--- src/rtl/cpu_defs_pkg.sv ---
// Shared integer-datapath definitions: MIPS opcode/funct encodings, the
// one-hot alu_op bit positions and width. Decode and the ALU both use these,
// so the bit positions here are the contract between the two stages.
package cpu_defs;

   localparam int unsigned ALU_OP_W = 12;

   localparam int unsigned ALU_ADD  = 0;
   localparam int unsigned ALU_SUB  = 1;
   localparam int unsigned ALU_SLT  = 2;
   localparam int unsigned ALU_SLTU = 3;
   localparam int unsigned ALU_SLL  = 4;
   localparam int unsigned ALU_SRL  = 5;
   localparam int unsigned ALU_SRA  = 6;
   localparam int unsigned ALU_LUI  = 7;
   localparam int unsigned ALU_AND  = 8;
   localparam int unsigned ALU_OR   = 9;
   localparam int unsigned ALU_XOR  = 10;
   localparam int unsigned ALU_NOR  = 11;

   localparam logic [5:0] OP_SPECIAL = 6'h00;
   localparam logic [5:0] OP_ADDIU   = 6'h09;
   localparam logic [5:0] OP_SLTI    = 6'h0A;
   localparam logic [5:0] OP_SLTIU   = 6'h0B;
   localparam logic [5:0] OP_ANDI    = 6'h0C;
   localparam logic [5:0] OP_ORI     = 6'h0D;
   localparam logic [5:0] OP_XORI    = 6'h0E;
   localparam logic [5:0] OP_LUI     = 6'h0F;

   localparam logic [5:0] FN_SLL  = 6'h00;
   localparam logic [5:0] FN_SRL  = 6'h02;
   localparam logic [5:0] FN_SRA  = 6'h03;
   localparam logic [5:0] FN_SLLV = 6'h04;
   localparam logic [5:0] FN_SRLV = 6'h06;
   localparam logic [5:0] FN_SRAV = 6'h07;
   localparam logic [5:0] FN_ADDU = 6'h21;
   localparam logic [5:0] FN_SUBU = 6'h23;
   localparam logic [5:0] FN_AND  = 6'h24;
   localparam logic [5:0] FN_OR   = 6'h25;
   localparam logic [5:0] FN_XOR  = 6'h26;
   localparam logic [5:0] FN_NOR  = 6'h27;
   localparam logic [5:0] FN_SLT  = 6'h2A;
   localparam logic [5:0] FN_SLTU = 6'h2B;

   function automatic logic [ALU_OP_W-1:0] op_bit(input int unsigned idx);
      return ALU_OP_W'(1) << idx;
   endfunction

endpackage

--- src/rtl/alu_op_decoder.sv ---
// Combinational decode of MIPS ALU-class instructions into a one-hot alu_op
// plus both operands and destination.
// Ports:
//   inst    - instruction word held in decode
//   rs_data - register file data for rs
//   rt_data - register file data for rt
//   alu_op  - one-hot operation, all-zero only for unsupported encodings
//   src1/2  - ALU operands
//   dest    - destination register (0 = no writeback)
//   illegal - encoding not in the supported set
module alu_op_decoder
   import cpu_defs::*;
(
   input  logic [31:0]         inst,
   input  logic [31:0]         rs_data,
   input  logic [31:0]         rt_data,
   output logic [ALU_OP_W-1:0] alu_op,
   output logic [31:0]         src1,
   output logic [31:0]         src2,
   output logic [4:0]          dest,
   output logic                illegal
);

   logic [5:0]  opcode;
   logic [5:0]  funct;
   logic [4:0]  rt;
   logic [4:0]  rd;
   logic [4:0]  sa;
   logic [15:0] imm;
   logic        unused_rs_field;

   assign opcode = inst[31:26];
   assign rt     = inst[20:16];
   assign rd     = inst[15:11];
   assign sa     = inst[10:6];
   assign funct  = inst[5:0];
   assign imm    = inst[15:0];
   // rs only selects the read port, which the parent drives directly.
   assign unused_rs_field = ^inst[25:21];

   always_comb begin
      alu_op  = '0;
      src1    = rs_data;
      src2    = rt_data;
      dest    = '0;
      illegal = 1'b0;
      if (opcode == OP_SPECIAL) begin
         dest = rd;
         case (funct)
            FN_ADDU: alu_op = op_bit(ALU_ADD);
            FN_SUBU: alu_op = op_bit(ALU_SUB);
            FN_SLT:  alu_op = op_bit(ALU_SLT);
            FN_SLTU: alu_op = op_bit(ALU_SLTU);
            FN_AND:  alu_op = op_bit(ALU_AND);
            FN_OR:   alu_op = op_bit(ALU_OR);
            FN_XOR:  alu_op = op_bit(ALU_XOR);
            FN_NOR:  alu_op = op_bit(ALU_NOR);
            FN_SLL, FN_SRL, FN_SRA: begin
               alu_op = (funct == FN_SLL) ? op_bit(ALU_SLL) :
                        (funct == FN_SRL) ? op_bit(ALU_SRL) : op_bit(ALU_SRA);
               src1   = rt_data;
               src2   = {27'b0, sa};
            end
            FN_SLLV, FN_SRLV, FN_SRAV: begin
               alu_op = (funct == FN_SLLV) ? op_bit(ALU_SLL) :
                        (funct == FN_SRLV) ? op_bit(ALU_SRL) : op_bit(ALU_SRA);
               src1   = rt_data;
               src2   = rs_data;
            end
            default: alu_op = '0;
         endcase
      end else begin
         dest = rt;
         case (opcode)
            OP_ADDIU: begin alu_op = op_bit(ALU_ADD);  src2 = {{16{imm[15]}}, imm}; end
            OP_SLTI:  begin alu_op = op_bit(ALU_SLT);  src2 = {{16{imm[15]}}, imm}; end
            OP_SLTIU: begin alu_op = op_bit(ALU_SLTU); src2 = {{16{imm[15]}}, imm}; end
            OP_ANDI:  begin alu_op = op_bit(ALU_AND);  src2 = {16'b0, imm}; end
            OP_ORI:   begin alu_op = op_bit(ALU_OR);   src2 = {16'b0, imm}; end
            OP_XORI:  begin alu_op = op_bit(ALU_XOR);  src2 = {16'b0, imm}; end
            OP_LUI: begin
               alu_op = op_bit(ALU_LUI);
               src1   = {16'b0, imm};
               src2   = '0;
            end
            default: alu_op = '0;
         endcase
      end
      // Every supported encoding sets exactly one bit, so an empty alu_op
      // is the single marker for "unsupported"; squash the payload there.
      if (alu_op == '0) begin
         illegal = 1'b1;
         src1    = '0;
         src2    = '0;
         dest    = '0;
      end
   end

endmodule

--- src/rtl/id_alu_issue.sv ---
// Decode/issue stage: holds one instruction from fetch, decodes it and
// presents the one-hot ALU operation and operands toward execute with
// valid/allowin flow control, stall and flush.
// Ports:
//   clk, resetn              - clock, synchronous active-low reset
//   fs_to_ds_valid/inst/pc   - instruction offered by fetch
//   ds_allowin               - decode can take an instruction this cycle
//   ds_stall, flush          - hazard hold / discard of the held instruction
//   rf_raddr1/2, rf_rdata1/2 - register file read port (rs, rt)
//   ds_to_es_*, es_allowin   - issue interface toward execute
module id_alu_issue
   import cpu_defs::*;
(
   input  logic                clk,
   input  logic                resetn,
   input  logic                fs_to_ds_valid,
   input  logic [31:0]         fs_to_ds_inst,
   input  logic [31:0]         fs_to_ds_pc,
   output logic                ds_allowin,
   input  logic                ds_stall,
   input  logic                flush,
   output logic [4:0]          rf_raddr1,
   output logic [4:0]          rf_raddr2,
   input  logic [31:0]         rf_rdata1,
   input  logic [31:0]         rf_rdata2,
   output logic                ds_to_es_valid,
   input  logic                es_allowin,
   output logic [ALU_OP_W-1:0] ds_to_es_alu_op,
   output logic [31:0]         ds_to_es_src1,
   output logic [31:0]         ds_to_es_src2,
   output logic [4:0]          ds_to_es_dest,
   output logic [31:0]         ds_to_es_pc,
   output logic                ds_to_es_illegal
);

   logic        ds_valid;
   logic [31:0] ds_inst;
   logic [31:0] ds_pc;
   logic        ds_ready_go;
   logic        ds_load;

   assign ds_ready_go    = ~ds_stall;
   assign ds_allowin     = ~ds_valid | (ds_ready_go & es_allowin);
   assign ds_to_es_valid = ds_valid & ds_ready_go & ~flush;
   // Flush wins over a same-cycle fetch transfer.
   assign ds_load        = fs_to_ds_valid & ds_allowin & ~flush;

   always_ff @(posedge clk) begin
      if (!resetn) begin
         ds_valid <= 1'b0;
         ds_inst  <= '0;
         ds_pc    <= '0;
      end else begin
         if (flush)
            ds_valid <= 1'b0;
         else if (ds_allowin)
            ds_valid <= fs_to_ds_valid;
         if (ds_load) begin
            ds_inst <= fs_to_ds_inst;
            ds_pc   <= fs_to_ds_pc;
         end
      end
   end

   assign rf_raddr1   = ds_inst[25:21];
   assign rf_raddr2   = ds_inst[20:16];
   assign ds_to_es_pc = ds_pc;

   alu_op_decoder u_dec (
      .inst    (ds_inst),
      .rs_data (rf_rdata1),
      .rt_data (rf_rdata2),
      .alu_op  (ds_to_es_alu_op),
      .src1    (ds_to_es_src1),
      .src2    (ds_to_es_src2),
      .dest    (ds_to_es_dest),
      .illegal (ds_to_es_illegal)
   );

endmodule

--- config.mk ---
export PLATFORM = sky130hd
export DESIGN_NAME = id_alu_issue
export DESIGN_NICKNAME = d
export VERILOG_FILES = /design/src/rtl/cpu_defs_pkg.sv /design/src/rtl/alu_op_decoder.sv /design/src/rtl/id_alu_issue.sv
export SDC_FILE = /design/constraint.sdc
export NUM_CORES = 1
export LEC_CHECK = 0
export ABC_CLOCK_PERIOD_IN_PS = 6900
export BUFFER_PORTS_ARGS = -buffer_cell sky130_fd_sc_hd__buf_4
export CAP_MARGIN = 20
export CORE_UTILIZATION = 35
export DETAILED_ROUTE_END_ITERATION = 16
export PLACE_DENSITY = 0.66
export SLEW_MARGIN = 10
export SYNTH_ARGS = -nofsm -noshare
export SYNTH_HDL_FRONTEND = slang
export SYNTH_SLANG_ARGS = --single-unit
--- constraint.sdc ---
create_clock -name clk -period 6.9 [get_ports clk]
set_clock_uncertainty 0.15 [all_clocks]
set_input_delay 1.38 -clock clk [delete_from_list [all_inputs] [get_ports clk]]
set_output_delay 1.38 -clock clk [all_outputs]
set_load 0.05 [all_outputs]
Word-level counts from Yosys, hierarchy flattened
Index checks and enable logic that the tools add are counted.
{"block": "word_totals", "ff_bits": 65, "in_bits": 134, "out_inout_bits": 126, "word_cells": 60}
{"block": "classes", "n_eq_ne": 20, "n_mux": 18, "n_bitwise": 10, "n_reduce_logical": 9}
{"op": "32-bit 2-to-1 mux", "n": 6}
{"op": "12-bit one-hot mux with 10 select lines", "n": 1}
{"op": "32-bit one-hot mux with 3 select lines", "n": 1}
{"op": "11-bit one-hot mux with 7 select lines", "n": 1}
{"op": "32-bit one-hot mux with 2 select lines", "n": 1}
{"op": "6-bit == test, second input constant", "n": 8}
{"op": "6-bit by 4-bit == test with 1-bit output, second input constant", "n": 7}
{"op": "12-bit 2-to-1 mux", "n": 3}
{"op": "6-bit by 3-bit == test with 1-bit output, second input constant", "n": 3}
{"op": "7-bit 2-to-1 mux", "n": 2}
{"op": "6-bit by 2-bit == test with 1-bit output, second input constant", "n": 2}
{"op": "12-bit zero test", "n": 1}
{"op": "6-bit zero test", "n": 2}
{"op": "3-bit OR reduction", "n": 4}
{"op": "5-bit 2-to-1 mux", "n": 2}
{"op": "6-bit OR reduction", "n": 1}
{"op": "1-bit AND", "n": 5}
{"op": "1-bit inverter", "n": 4}
{"op": "2-bit OR reduction", "n": 1}
{"op": "1-bit 2-to-1 mux", "n": 1}
{"op": "1-bit bitwise OR", "n": 1}

Depth between registers and ports, before layout
{"block": "depth", "ltp_word": 7, "depth_mapped": 10, "ltp_nobuf": 5}

Hierarchy
From an unflattened synthesis, not the netlist that was laid out.
{"block": "hier_totals", "cells_unflattened": 640, "hier_area_um2": 5260.0}
{"module": "id_alu_issue", "n_inst": 1, "cells_per_inst": 295, "area_per_inst_um2": 2766.4, "seq_area_each_um2": 1301.2}
{"module": "alu_op_decoder", "n_inst": 1, "cells_per_inst": 345, "area_per_inst_um2": 2493.6, "seq_area_each_um2": 0.0}

Least setup slack after synthesis
Ideal clock, no wire load.
{"block": "synth_timing", "kind": "register to output", "from": "reg ds_inst[26]", "to": "out ds_to_es_src2[11]", "arrival_time_ns": 3.377, "required_time_ns": 5.370, "path_slack_ns": 1.993, "stages_incl_launch_ff": 10, "n_path_buf": 4, "cell_sequence": "dfxtp_1 > clkbuf_2 > or3_1 > buf_2 > or2_0 > buf_2 > o31ai_4 > inv_2 > buf_2 > nor4_1"}
{"block": "synth_between", "elab_chain_cells": 5, "word_cells_on_any_way": 16, "cone_classes": "eq/ne: 7; mux: 5; reduce/logical: 4"}
{"element": "from (decl)", "line": "id_alu_issue.sv:37", "text": "logic [31:0] ds_inst;"}
{"element": "from (signal assigned)", "line": "id_alu_issue.sv:59", "text": "ds_inst <= fs_to_ds_inst;"}
{"element": "6-bit by 4-bit == test with 1-bit output", "line": "alu_op_decoder.sv:74", "text": "case (opcode)"}
{"element": "11-bit one-hot mux with 7 select lines / 3-bit OR reduction (equally long branches)"}
{"element": "12-bit 2-to-1 mux / 32-bit one-hot mux with 3 select lines (equally long branches)", "line": "alu_op_decoder.sv:47, alu_op_decoder.sv:74"}
{"element": "12-bit zero test / 32-bit 2-to-1 mux (equally long branches)", "line": "alu_op_decoder.sv:91, alu_op_decoder.sv:47"}
{"element": "32-bit 2-to-1 mux (*)", "line": "alu_op_decoder.sv:91", "text": "if (alu_op == '0) begin"}
{"element": "to (decl)", "line": "id_alu_issue.sv:30", "text": "output logic [31:0] ds_to_es_src2,"}
Mark *: on every way between the ends. The rest lies on a longest branch, timed or not.

Worst setup path after layout
Same ends and word-level chain as after synthesis.

==> results.yml <==
routing:
  drt_iter0_markers: 510
  finalWirelength_um: 16630
  drcViolationCount: 0
  ant_nets: 0
  viasPerCell: 5.416
  vias: 5448
  dr.pass1.iters: 5
  wl_per_cell_um: 16.53
run:
  maxCapViolCount: 0
power:
  seqPwrFrac_pct: 24.9
  clkPwrFrac_pct: 26.2
  p_per_area_nw_per_um2: 248.3
  intPower_uw: 929.5
  power_frac_comb_pct: 49.0
  power_switching_uw: 725.1
  p_sw_share_pct: 43.82
  power_leakage_uw: 0.002870
  ir_drop_mv: 0.1512
yosys:
  synth_edf_count: 0
  synth_top_area_share_pct: 29.21
  syn_avg_cell_area_um2: 7.095
  synth_top_family_by_area: "simple AND/OR/NAND/NOR gates"
  synth_top_area_cell: "dfxtp_1"
  synth_cell_type_count: 41
  yosys-top-cells-area: "dfxtp_1 (29%), nand2_1 (14%), a21boi_0 (11%), nor3_1 (9.3%), mux2i_1 (4.7%)"
  synth-xor-area-share_pct: 0
  yosysWarnings: 0
  syn-num-nets: 762
  synth_common_cells: "nand2_1 (172), nor3_1 (83), a21boi_0 (65), dfxtp_1 (65), clkbuf_1 (49)"
  ys_seq_area_share_pct: 29.21
  syn_area_um2: 4456
  yosysMostFrequentCell: "nand2_1"
  synth-simple-area-share_pct: 30.75
  synth_adder_area_share_pct: 0
  synth-compound-area-share_pct: 26.62
  synth_cells: 628
  synth.mux.area_fraction_pct: 4.718
  async_reset_ff_share_pct: 0
  synth_ff_type: "dfxtp_1"
  synth_seq_cells: 65
global_routing:
  grt_max_degree: 66
  grt_pass1_wl_um: 25430
  grt.overflow.total: 0
  grt_pass1_vias: 4989
  grt_antenna_before_repair: 0
  grt_usage_pct: 24.29
sta:
  setup_violations: 0
  tightest_slew_ns: 0.9242
  tns_ns: 0
  grt_setup_unrepaired: "false"
  maxSlewHeadroom_pct: 38.39
  drv_slew: 0
  finalCriticalPeriod_ns: 4.995
  post-route-period-util_pct: 72.38
  finalHoldViolations: 0
  setup_slack_ns: 1.905
  fmax_mhz: 200.2
setup_path:
  crit_arrival_ns: 3.46
  setup.worst_path.end_class: "primary output"
  cp.required_ns: 5.37
  criticalPathCategory: "flop to primary output"
  r2r_start: "ds_inst[2]$_SDFFE_PN0P_"
  crit_path_start_kind: "flop"
  cp_max_fo: 53
  setup.worst_path.start: "ds_inst[26]$_SDFFE_PN0P_"
floorplanning:
  core_area_um2: 12210
  row_count: 40
  ioPinCount: 260
  die_width_um: 114.8
  die_h_um: 114.8
  die_area_um2: 13180
  start_util_pct: 36.49
cts:
  cts_resized: 0
  cts_tree: "yes"
  clock_latency_ns: 0.33
  postCtsSetupRepairBufs: 0
  clk_pin_slew_worst_paths_ns: 0.05
  clockBufferDepth: 2
  ctsHoldBuffers: 0
  numCtsBuffers: 9
  cts.sinks: 65
  root_buffer: "clkbuf_16"
  htree_levels: 3
placed_design:
  preCtsSetupSlack_ns: 2.170
  dp.cells: 987
  dpl_cell_area_um2: 6315
  place_hpwl_um: 12270
  place_congestion: 0.9154
  place.port_buffers: 259
finish:
  area_delta_synth_final_pct: 49.54
  diodes: 0
  final_area_um2: 6663
  nets: 967
  drive_gt1_share_pct: 36.99
  instances_no_fill: 1006
hold_path:
  holdCritPathClass: "flop to flop"
  holdCritStartpoint: "ds_to_es_pc[6]$_SDFFE_PN0P_"
run_status:
  status: "finished clean"
==> state kept, by name, summed over array words and instances (netlist names) <==
signal,flops
ds_inst,32
ds_to_es_pc,32
ds_valid,1
==> power groups by stage <==
stage / combinational, uW / sequential [uW] / clock [uW]
after floorplan: 544 / 441 / 0
after global placement: 792 / 418 / 0
after detailed placement: 800 / 419 / 0
after CTS: 801 / 411 / 443
after global routing: 852 / 414 / 461
final: 810 / 412 / 433
==> worst max-delay path: stages (launching register included) <==
cell	delay (ns)
dfxtp_1	0.37
or3_1	0.49
or2_0	0.25
buf_4	0.23
o31ai_4	0.38
inv_2	0.24
buf_12	0.25
nor4_1	0.59
buf_4	0.31
==> layout make-up <==
cell class                 count  area [um^2]
multi-input combinational    484         2788
inverter                       3        11.26
tap                          168        210.2
timing repair buffer         270         2059
sequential                    65         1301
fill                        1224         5549
clock buffer                  12        266.5
clock inverter                 4        26.28
==> through the flow <==
| step | total power (uW) | hold WS, ns | util [%] |
|---|---|---|---|
| CTS | 1656 | 0.3165 | 54.11 |
| detailed placement | 1219 | 0.3086 | 51.71 |
| global route | 1727 | 0.3366 | 54.56 |
| global placement | 1211 | 0.3007 | 51.65 |
| floorplan | 984.7 | 0.2938 | - |
| finish | 1655 | 0.3141 | 54.56 |
==> worst paths after layout <==
kind | cells after the start | to | slack (ns)
max | 8 | ds_to_es_src2[11] | 1.91
max reg2reg | 3 | ds_inst[2]$_SDFFE_PN0P_ | 5.22
min | 2 | ds_to_es_pc[6]$_SDFFE_PN0P_ | 0.31
min reg2reg | 2 | ds_to_es_pc[6]$_SDFFE_PN0P_ | 0.31
==> kinds of logic after synthesis <==
kind of cell,Yosys count
flops,65
compound gates,163
mux,21
buf+inv,79
simple gates,300
==> cells in the final DEF, fill, tap and decap left out, types with 2 or more instances in the layout <==
| cell type | n |
|---|---|
| nand2_1 | 172 |
| nor2_1 | 6 |
| mux2i_1 | 21 |
| a211oi_1 | 16 |
| nand3_1 | 2 |
| clkbuf_16 | 9 |
| inv_1 | 2 |
| a21boi_0 | 65 |
| dfxtp_1 | 65 |
| a22oi_1 | 5 |
| nor3b_1 | 3 |
| o311a_1 | 5 |
| nor3_2 | 8 |
| nand2b_1 | 5 |
| o22ai_1 | 22 |
| nor4_1 | 5 |
| buf_4 | 267 |
| clkbuf_8 | 3 |
| or3_1 | 5 |
| a21oi_1 | 37 |
| nor3_1 | 83 |
| clkinv_2 | 2 |
| buf_12 | 2 |
| a2111oi_2 | 7 |
==> layer usage <==
metal  GRT usage [%]  routed length (um)  vias to the layer above
met5               0                   0                        -
met4           9.870                 338                        0
met3           6.853                1632                       30
met2           40.36                7867                      289
met1           29.63                6787                     2508
li1                -                   -                     2621
No activity file was read; power rests on OpenSTA's default activity.
